[src/rtl/serdes_cipher_pkg.sv]
// Shared types and helpers for the multi-lane serial stream cipher.
// Holds the FSM state enum, default Galois taps, LFSR step and keystream rotate.
package serdes_cipher_pkg;

  // Helpers work on a fixed wide vector; callers zero-extend and truncate.
  localparam int KW_MAX = 64;
  localparam int KW_IW  = $clog2(KW_MAX);

  localparam logic [15:0] LFSR_TAPS_DEF = 16'hB400;

  typedef enum logic [2:0] {
    S_IDLE,
    S_CAPTURE,
    S_ENCRYPT,
    S_EMIT,
    S_DONE
  } state_t;

  // One Galois step. Upper bits of s must be zero beyond the key width.
  function automatic logic [KW_MAX-1:0] lfsr_step(
    input logic [KW_MAX-1:0] s,
    input logic [KW_MAX-1:0] taps
  );
    return (s >> 1) ^ (s[0] ? taps : '0);
  endfunction

  // Low `width` bits of s rotated left by `lane` within kw bits.
  function automatic logic [KW_MAX-1:0] rotl_ks(
    input logic [KW_MAX-1:0] s,
    input int                lane,
    input int                width,
    input int                kw
  );
    logic [KW_MAX-1:0] r;
    logic [KW_IW-1:0]  idx;
    r = '0;
    for (int i = 0; i < KW_MAX; i++) begin
      idx = KW_IW'((i + kw - lane) % kw);
      if (i < width) r[i] = s[idx];
    end
    return r;
  endfunction

endpackage

[src/rtl/serdes_keystream_lfsr.sv]
// Keystream LFSR: key load (zero key forced to 1) and one Galois step on advance.
// Ports: clk, rst_n, load, key[KEY_W], advance -> lfsr_q[KEY_W].
module serdes_keystream_lfsr
  import serdes_cipher_pkg::*;
#(
  parameter int               KEY_W     = 16,
  parameter logic [KEY_W-1:0] LFSR_TAPS = KEY_W'(LFSR_TAPS_DEF)
) (
  input  logic             clk,
  input  logic             rst_n,
  input  logic             load,
  input  logic [KEY_W-1:0] key,
  input  logic             advance,
  output logic [KEY_W-1:0] lfsr_q
);

  always_ff @(posedge clk or negedge rst_n) begin
    if (!rst_n) begin
      lfsr_q <= KEY_W'(1);
    end else if (load) begin
      // An all-zero Galois LFSR never leaves zero.
      lfsr_q <= (key == '0) ? KEY_W'(1) : key;
    end else if (advance) begin
      lfsr_q <= KEY_W'(lfsr_step(KW_MAX'(lfsr_q),
                                 KW_MAX'(LFSR_TAPS)));
    end
  end

endmodule

[src/rtl/serdes_lane_stream_cipher.sv]
// Multi-lane serial stream encryptor: capture, XOR with LFSR keystream, emit MSB first.
// Ports: clk, rst_n, start, key_load, key, din, din_valid -> dout, dout_valid, busy, done.
// Option: define SERDES_PARITY_EN to append an even-parity bit per lane after the data.
module serdes_lane_stream_cipher
  import serdes_cipher_pkg::*;
#(
  parameter int               WIDTH     = 8,
  parameter int               LANES     = 2,
  parameter int               KEY_W     = 16,
  parameter logic [KEY_W-1:0] LFSR_TAPS = KEY_W'(LFSR_TAPS_DEF)
) (
  input  logic             clk,
  input  logic             rst_n,
  input  logic             start,
  input  logic             key_load,
  input  logic [KEY_W-1:0] key,
  input  logic [LANES-1:0] din,
  input  logic             din_valid,
  output logic [LANES-1:0] dout,
  output logic             dout_valid,
  output logic             busy,
  output logic             done
);

`ifdef SERDES_PARITY_EN
  localparam int EMIT_LEN = WIDTH + 1;
`else
  localparam int EMIT_LEN = WIDTH;
`endif
  localparam int CW = $clog2(EMIT_LEN + 1);

  state_t           state;
  state_t           state_n;
  logic [CW-1:0]    cnt;
  logic [WIDTH-1:0] shreg [LANES];
  logic [WIDTH-1:0] ks    [LANES];
  logic [KEY_W-1:0] lfsr_q;
`ifdef SERDES_PARITY_EN
  logic [LANES-1:0] par;
`endif

  serdes_keystream_lfsr #(
    .KEY_W     (KEY_W),
    .LFSR_TAPS (LFSR_TAPS)
  ) u_lfsr (
    .clk     (clk),
    .rst_n   (rst_n),
    .load    (state == S_IDLE && key_load),
    .key     (key),
    .advance (state == S_ENCRYPT),
    .lfsr_q  (lfsr_q)
  );

  always_comb begin
    for (int l = 0; l < LANES; l++) begin
      ks[l] = WIDTH'(rotl_ks(KW_MAX'(lfsr_q), l, WIDTH, KEY_W));
    end
  end

  always_ff @(posedge clk or negedge rst_n) begin
    if (!rst_n) state <= S_IDLE;
    else        state <= state_n;
  end

  always_comb begin
    state_n = state;
    unique case (state)
      S_IDLE:
        if (start) state_n = S_CAPTURE;
      S_CAPTURE:
        if (din_valid && cnt == CW'(WIDTH - 1))
          state_n = S_ENCRYPT;
      S_ENCRYPT:
        state_n = S_EMIT;
      S_EMIT:
        if (cnt == CW'(EMIT_LEN - 1))
          state_n = S_DONE;
      S_DONE:
        state_n = S_IDLE;
      default:
        state_n = S_IDLE;
    endcase
  end

  // cnt counts captured bits, then is reused to count emitted bits.
  always_ff @(posedge clk or negedge rst_n) begin
    if (!rst_n) begin
      cnt <= '0;
      for (int l = 0; l < LANES; l++) shreg[l] <= '0;
`ifdef SERDES_PARITY_EN
      par <= '0;
`endif
    end else begin
      unique case (state)
        S_IDLE:
          if (start) cnt <= '0;
        S_CAPTURE:
          if (din_valid) begin
            cnt <= cnt + 1'b1;
            for (int l = 0; l < LANES; l++)
              shreg[l] <= {shreg[l][WIDTH-2:0], din[l]};
          end
        S_ENCRYPT: begin
          cnt <= '0;
          for (int l = 0; l < LANES; l++) begin
            shreg[l] <= shreg[l] ^ ks[l];
`ifdef SERDES_PARITY_EN
            par[l] <= ^(shreg[l] ^ ks[l]);
`endif
          end
        end
        S_EMIT: begin
          cnt <= cnt + 1'b1;
          for (int l = 0; l < LANES; l++)
            shreg[l] <= shreg[l] << 1;
        end
        default: ;
      endcase
    end
  end

  always_comb begin
    dout       = '0;
    dout_valid = (state == S_EMIT);
    busy       = (state != S_IDLE);
    done       = (state == S_DONE);
    if (state == S_EMIT) begin
      for (int l = 0; l < LANES; l++) begin
`ifdef SERDES_PARITY_EN
        dout[l] = (cnt == CW'(WIDTH)) ? par[l]
                                      : shreg[l][WIDTH-1];
`else
        dout[l] = shreg[l][WIDTH-1];
`endif
      end
    end
  end

endmodule

[config.mk]
export PLATFORM = sky130hd
export DESIGN_NAME = serdes_lane_stream_cipher
export DESIGN_NICKNAME = d
export VERILOG_FILES = /design/src/rtl/serdes_cipher_pkg.sv /design/src/rtl/serdes_keystream_lfsr.sv /design/src/rtl/serdes_lane_stream_cipher.sv
export SDC_FILE = /design/constraint.sdc
export NUM_CORES = 1
export LEC_CHECK = 0
export BUFFER_PORTS_ARGS = -buffer_cell sky130_fd_sc_hd__buf_2
export CORE_ASPECT_RATIO = 1.5
export CORE_MARGIN = 2
export CORE_UTILIZATION = 35
export CTS_BUF_LIST = sky130_fd_sc_hd__clkbuf_8
export CTS_CLUSTER_DIAMETER = 30
export DETAILED_ROUTE_END_ITERATION = 8
export GPL_TIMING_DRIVEN = 1
export SYNTH_ARGS = -nofsm -noshare
export SYNTH_HDL_FRONTEND = slang
export SYNTH_SLANG_ARGS = --single-unit
[constraint.sdc]
create_clock -name clk -period 4.2 [get_ports clk]
set_input_delay 0.63 -clock clk [delete_from_list [all_inputs] [get_ports clk]]
set_output_delay 0.63 -clock clk [all_outputs]
set_load 0.01 [all_outputs]
==> results of run 1 <==
-- cells by family after synthesis --
logic type	count (synthesis)	synth area share, %
adder cells (fa/ha/maj)	1	0.583
buffers and inverters	27	5.48
XOR/XNOR	3	1.22
flip-flops	39	45.5
multiplexers	16	7.52
AND/OR/NAND/NOR	58	15.2
AO/OA/AOI/OAI	65	24.5
-- power groups by stage --
stage,Clock (W),Sequential (W),Combinational [W]
floorplan,0,0.000670,0.000665
global placement,0,0.000753,0.000760
detailed placement,0,0.000750,0.000771
CTS,0.000260,0.000745,0.000770
global route,0.000274,0.000773,0.000851
finish,0.000251,0.000744,0.000761
-- state kept, by name (all words and copies together), names as in the netlist --
signal,cells
state,3
u_lfsr.lfsr_q,16
cnt,4
shreg,16
-- worst register-to-register path, stage by stage, from the launching register on --
cell       delay (ps)
dfrtp_1           620
nor3b_4           890
buf_4             400
mux2i_1           240
a2bb2oi_1          90
-- layer usage --
metal  global-route usage, %  vias up
li1                        -      828
met1                    21.1      830
met2                    24.9       26
met3                    2.69        6
met4                    5.23        0
met5                       0        -
-- per-stage QoR --
step | area (sq um) | hold WS, ps | setup slack, ps | std cells
2_1_floorplan | 2150 | 334 | 2430 | 209
3_3_place_gp | 2330 | 479 | 1900 | 299
3_5_place_dp | 2330 | 484 | 1860 | 299
4_1_cts | 2410 | 503 | 1830 | 307
5_1_grt | 2410 | 528 | 1700 | 307
6_report | 2410 | 458 | 1830 | 307
-- layout make-up --
class	instances	area (sq um)
Inverter	13	48.8
Clock inverter	3	17.5
Fill cell	597	3630
Tap cell	74	92.6
Sequential cell	39	977
Timing Repair Buffer	30	158
Multi-Input combinational cell	143	1050
Clock buffer	5	68.8
-- layout by cell type, fill, tap and decap left out, types with 2 or more instances in the layout --
master | netlist | routed
o221a_2 | 6 | 6
buf_4 | 2 | 3
a211oi_1 | 9 | 9
o22ai_1 | 2 | 2
o22a_1 | 3 | 3
nor4b_1 | 2 | 2
xor2_1 | 2 | 2
a21oi_1 | 3 | 3
o21a_1 | 7 | 7
nand2b_1 | 5 | 5
clkbuf_8 | 0 | 5
nor2b_1 | 2 | 2
nor3_1 | 2 | 2
a22oi_1 | 2 | 2
dfrtp_1 | 38 | 38
a32oi_1 | 2 | 2
a2bb2oi_1 | 18 | 18
a211o_1 | 2 | 2
mux2i_1 | 15 | 15
nor2_1 | 5 | 5
nor4_1 | 4 | 4
nand2_1 | 23 | 23
nand3_1 | 2 | 2
inv_1 | 13 | 14
buf_2 | 7 | 27
o21ai_0 | 4 | 4
and3_1 | 3 | 3
-- worst max-delay path by stage --
stage,cells past startpoint,startpoint,to
after CTS,4,state[0]$_DFFE_PN0P_,shreg[2]$_DFFE_PN0P_
after detailed placement,4,state[0]$_DFFE_PN0P_,shreg[2]$_DFFE_PN0P_
after global placement,4,state[0]$_DFFE_PN0P_,shreg[2]$_DFFE_PN0P_
final,4,state[0]$_DFFE_PN0P_,shreg[2]$_DFFE_PN0P_
after floorplan,3,state[0]$_DFFE_PN0P_,busy
after global routing,4,state[0]$_DFFE_PN0P_,shreg[2]$_DFFE_PN0P_
==> results.md, run 1 <==
- Initial antenna violation count: 0
- Final Hold Fails: 0
- Vias/cell: around 5.5
- P&R area growth vs syn: 12.5%
- First-pass GRT wire length: roughly 8000 um
- Fin nets: 256
- Top delay family on crit path: simple AND/OR/NAND/NOR gates
- Syn nets: 233
- Largest net degree at the start of global routing: 40
- LEAKAGE: 1.04 nW
- N_diodes: 0
- Slowest stage cell, crit path: nor3b_4
- Slowest stage delay, CP: 880 ps
- DIE AREA: 6790 sq um
- Peak Freq: 421 MHz
- Critical R2R Launch: state[0]$_DFFE_PN0P_
- Worst-margin pin slew: 961 ps
- GRT overflow: 0
- Required @ worst endpoint: 4340 ps
- Worst setup EP type: register
- Max Cap Viol: 0
- DR WL/cell: around 16 um
- Gate Count Post-Synth: roughly 210
- Asr flop ratio synth: 100%
- Peak supply drop: between 300 and 400 uV
- Status: complete, no violations
- Routed wl met3: 121 um
- Post-CTS Hold Buffers: 0
- # DRC: 0
- Initial Util: 35.5%
- Clock Latency Late Sink: 300 ps
- Critical path class: reg2reg
- CP startpoint kind: register
- Top Ports: 28
- Worst Path Buf+Inv: 1
- Reg power frac: a little over two fifths
- Post-synth EDFFs: 0
- CTS tree: built
- Core Region: 6040 sq um
- Critical Path AT: 2510 ps
- Sw Ratio: 38.9%
- Tot Pwr: 0.00176 W
- Gp weighted congestion: 0.775
- Largest fanout on the critical path: 20
- Die Ht: 99.9 um
- Post-cts sizing count: 0
- Unrepaired setup endpoints after global routing: false
- Synthesized area: 2150 sq um
- Routed Antenna Nets: 0
- #FFs+latches synth: 39
- Post-CTS Setup Bufs: 0
- Main flop type after synthesis: dfrtp_1
- Setup TNS Final: 0 ps
- Bufs on Longest Clock Path: 2
- Final setup vio count: 0
- YS warnings: 0
- Share of cells above drive strength 1: between 20% and 30%
- Initial drt markers: slightly below 80
- Worst Skew: 12.3 ps
- DR pass1 iterations: 4
- Share of the synthesized area in the top cell type: around 44%
- M1 wire length: between 2000 and 2500 um
- Post-synth top area cell: dfrtp_1
- Clk pwr share: 14.3%
- Horiz. Die Dim: 68.0 um
- Root Buffer Master: clkbuf_8
- Row cnt: 35
- Net switching power: ~0.0007 W
- Syn avg cell area: 10.3 sq um
- Final slew viol count: 0
- Worst r2r dst: shreg[2]$_DFFE_PN0P_
- Slew margin rel.: 35.7%
- Worst-path clk slew: roughly 80 ps
- Top cells by area, synth: dfrtp_1, a2bb2oi_1, mux2i_1, nand2_1, a211oi_1
- FF-to-FF setup slack: 1830 ps
- Netlist cell types: 48
- HPWL after detailed placement: about 3400 um
- Metal2 WL: 2380 um
- I/O Buffers: 27
- Sequential area share after synthesis: 45.5%
- Hold crit path type: in2async
- Pint: ~0.0011 W
- Most common cell in the netlist: dfrtp_1
- Final worst path period share: a little under three fifths
- Synth top cells by count: dfrtp_1, nand2_1, a2bb2oi_1
- Overall global routing resource usage: ~16%
- CP Cell Sequence: nor3b_4 > buf_4 > mux2i_1 > a2bb2oi_1
- DR vias: ~1700
- R2R cell count: 4
- Aggregate routed wire length: ~4800 um
- Clk sink count: 39
- Total CTS buffers: 5
- Power density over cell area: 727 nW/um^2
- Finished Core Util: approximately two fifths
- Highest Signal Layer: met4
- Combinational Power Share: 43.3%
- Tmin final: 2370 ps
- H-Tree Depth: 2
- Vias in the first global route: between 1500 and 2000
No activity file was read; power rests on OpenSTA's default activity.
==> run 2, diff against run 1 <==
clock period = 2.3 ns   (was 4.2 ns; I/O delays follow)
==> run 2 against run 1 <==
  * The run now ends with negative hold slack left
  * Final cell count grew 2.6%
  * Design area grew 2.3%
  * Largest cell class unchanged
  * Flip-flop and latch count is the same
  * Setup slack lost 1500 ps
  * Combinational power grew 91%
  * Total power grew 86%
  * Largest power group unchanged
  * Critical path type is now reg2out
  * Register-to-register slack lost 1500 ps
  * Sequential share of layout area shrank 0.90 points
  * First-iteration DRC count shrank 44%
  * Clock power grew 76%
  * Die area is the same
  * Sequential power grew 84%
==> results.md, run 2 (synthesis gave the netlist of run 1 again) <==
- Status: finished with violations
- Failing checks: negative hold slack
- Critical Path AT: between 1500 and 2000 ps
- Slew margin rel.: approximately 33%
- # DRC: 0
- Setup TNS Final: 0 ps
- Initial Util: 35.5%
- Horiz. Die Dim: 68.0 um
- Row cnt: 35
- I/O Buffers: 27
- Pre-CTS WS: 348 ps
- Final worst path period share: 86.7%
- Slowest stage delay, CP: 580 ps
- Vias in the first global route: between 1500 and 2000
- CP Cell Sequence: buf_4 > nor2b_1 > and3_1 > buf_2
- CP startpoint kind: register
- N_diodes: 0
- Largest fanout on the critical path: 11
- FF-to-FF setup slack: 330 ps
- P&R area growth vs syn: 15.0%
- Routed Antenna Nets: 0
- Required @ worst endpoint: 1960 ps
- Bufs on Longest Clock Path: 2
- Die Ht: about 100 um
- CTS tree: built
- Share of cells above drive strength 1: 23.7%
- Worst-path clk slew: ~80 ps
- WP depth: 4
- Fin nets: 264
- Unrepaired setup endpoints after global routing: false
- Worst Skew: between 4 and 5 ps
- Worst Path Buf+Inv: 2
- DIE AREA: between 6000 and 7000 sq um
- Post-CTS Setup Bufs: 0
- Worst setup margin: 306 ps
- Root Buffer Master: clkbuf_8
- Peak supply drop: 564 uV
- Overall global routing resource usage: 16.4%
- Worst hold margin: -0.396 ps
- Post-CTS Hold Buffers: 0
- LEAKAGE: around 1.1 nW
- Placed Area: 2390 sq um
- First-pass GRT wire length: ~8300 um
- Core Region: roughly 6000 sq um
- Post-cts sizing count: 0
- Commonest non-fill, non-tap cell in the layout: dfrtp_1
- Aggregate routed wire length: 5090 um
- Crit path capture: dout[0]
- Top Ports: 28
- Biggest regs: shreg (16), u_lfsr.lfsr_q (16), cnt (4)
- Final setup vio count: 0
- # fillers: 622
- Initial antenna violation count: 0
- Top delay family on crit path: flip-flops
- Peak Freq: 502 MHz
- Post-route cell area: 2470 sq um
- DR WL/cell: 16.2 um
- Total CTS buffers: 5
- Worst setup EP type: output port
- Final slew viol count: 0
- Worst-margin pin slew: 995 ps
- Vias/cell: 5.46
- Final Hold Fails: 1
- Initial drt markers: 44
- Tmin final: 1990 ps
- DR pass1 iterations: 4
- Most frequent cells in the layout: dfrtp_1, buf_2, nand2_1
- R2R cell count: 3
- Clk sink count: 39
- H-Tree Depth: 2
- Max Cap Viol: 0
- Hold crit path type: in2async
- Clock Latency Late Sink: 290 ps
- Critical path class: reg2out
- Power density over cell area: 1320 nW/um^2
- Gp weighted congestion: 0.747
- Worst r2r dst: shreg[3]$_DFFE_PN0P_
- Largest net degree at the start of global routing: 26
- DR vias: around 1700
- CP startpoint: state[0]$_DFFE_PN0P_
- GRT overflow: 0
- HPWL after detailed placement: 3780 um
- Critical R2R Launch: state[1]$_DFFE_PN0P_
- Slowest stage cell, crit path: dfrtp_1
## run 2: changes by cell type in the layout (fill, tap and decap cells not counted)
cell	before	now
buf_4	3	11
clkinv_4	1	0
inv_1	14	15
## run 2: power by group
| part | switching [W] | total (W) | internal (W) |
|---|---|---|---|
| logic | 0.000689 | 0.00145 | 0.000765 |
| clock network | 0.000237 | 0.000441 | 0.000204 |
| registers | 0.000350 | 0.00137 | 0.00102 |
## run 2: how the worst min path moves through the flow
stage          start                   end  slack (ps)  depth (start not counted)
2_1_floorplan  rst_n    cnt[0]$_DFFE_PN0P_          50                          0
3_3_place_gp   rst_n    cnt[3]$_DFFE_PN0P_         340                          1
3_5_place_dp   rst_n    cnt[3]$_DFFE_PN0P_         330                          1
4_1_cts        rst_n  shreg[5]$_DFFE_PN0P_          20                          1
5_1_grt        rst_n  shreg[5]$_DFFE_PN0P_          50                          1
6_report       rst_n    cnt[3]$_DFFE_PN0P_        -0.4                          1
## run 2: metal layers
| layer | GRT usage [%] | wire length [um] |
|---|---|---|
| met3 | 2.91 | 112 |
| met2 | 27.3 | 2660 |
| met4 | 5.08 | 61 |
| met1 | 21.3 | 2250 |
| met5 | 0 | 0 |
## run 2: cell type report
cell class / count / area (sq um) / share of cell area [%]
Multi-Input combinational cell: 143 / 1050 / 42.6
Sequential cell: 39 / 977 / 39.6
Tap cell: 74 / 92.6 / 3.75
Clock inverter: 3 / 12.5 / 0.507
Clock buffer: 5 / 68.8 / 2.79
Timing Repair Buffer: 38 / 218 / 8.81
Inverter: 13 / 48.8 / 1.98
## run 2: stage by stage
step | power [W] | std cells | utilization, %
6_report | 0.00327 | 315 | 40.9
5_1_grt | 0.00350 | 315 | 40.9
4_1_cts | 0.00329 | 315 | 40.9
3_5_place_dp | 0.00284 | 307 | 39.5
3_3_place_gp | 0.00280 | 307 | 39.5
2_1_floorplan | 0.00244 | 209 | -
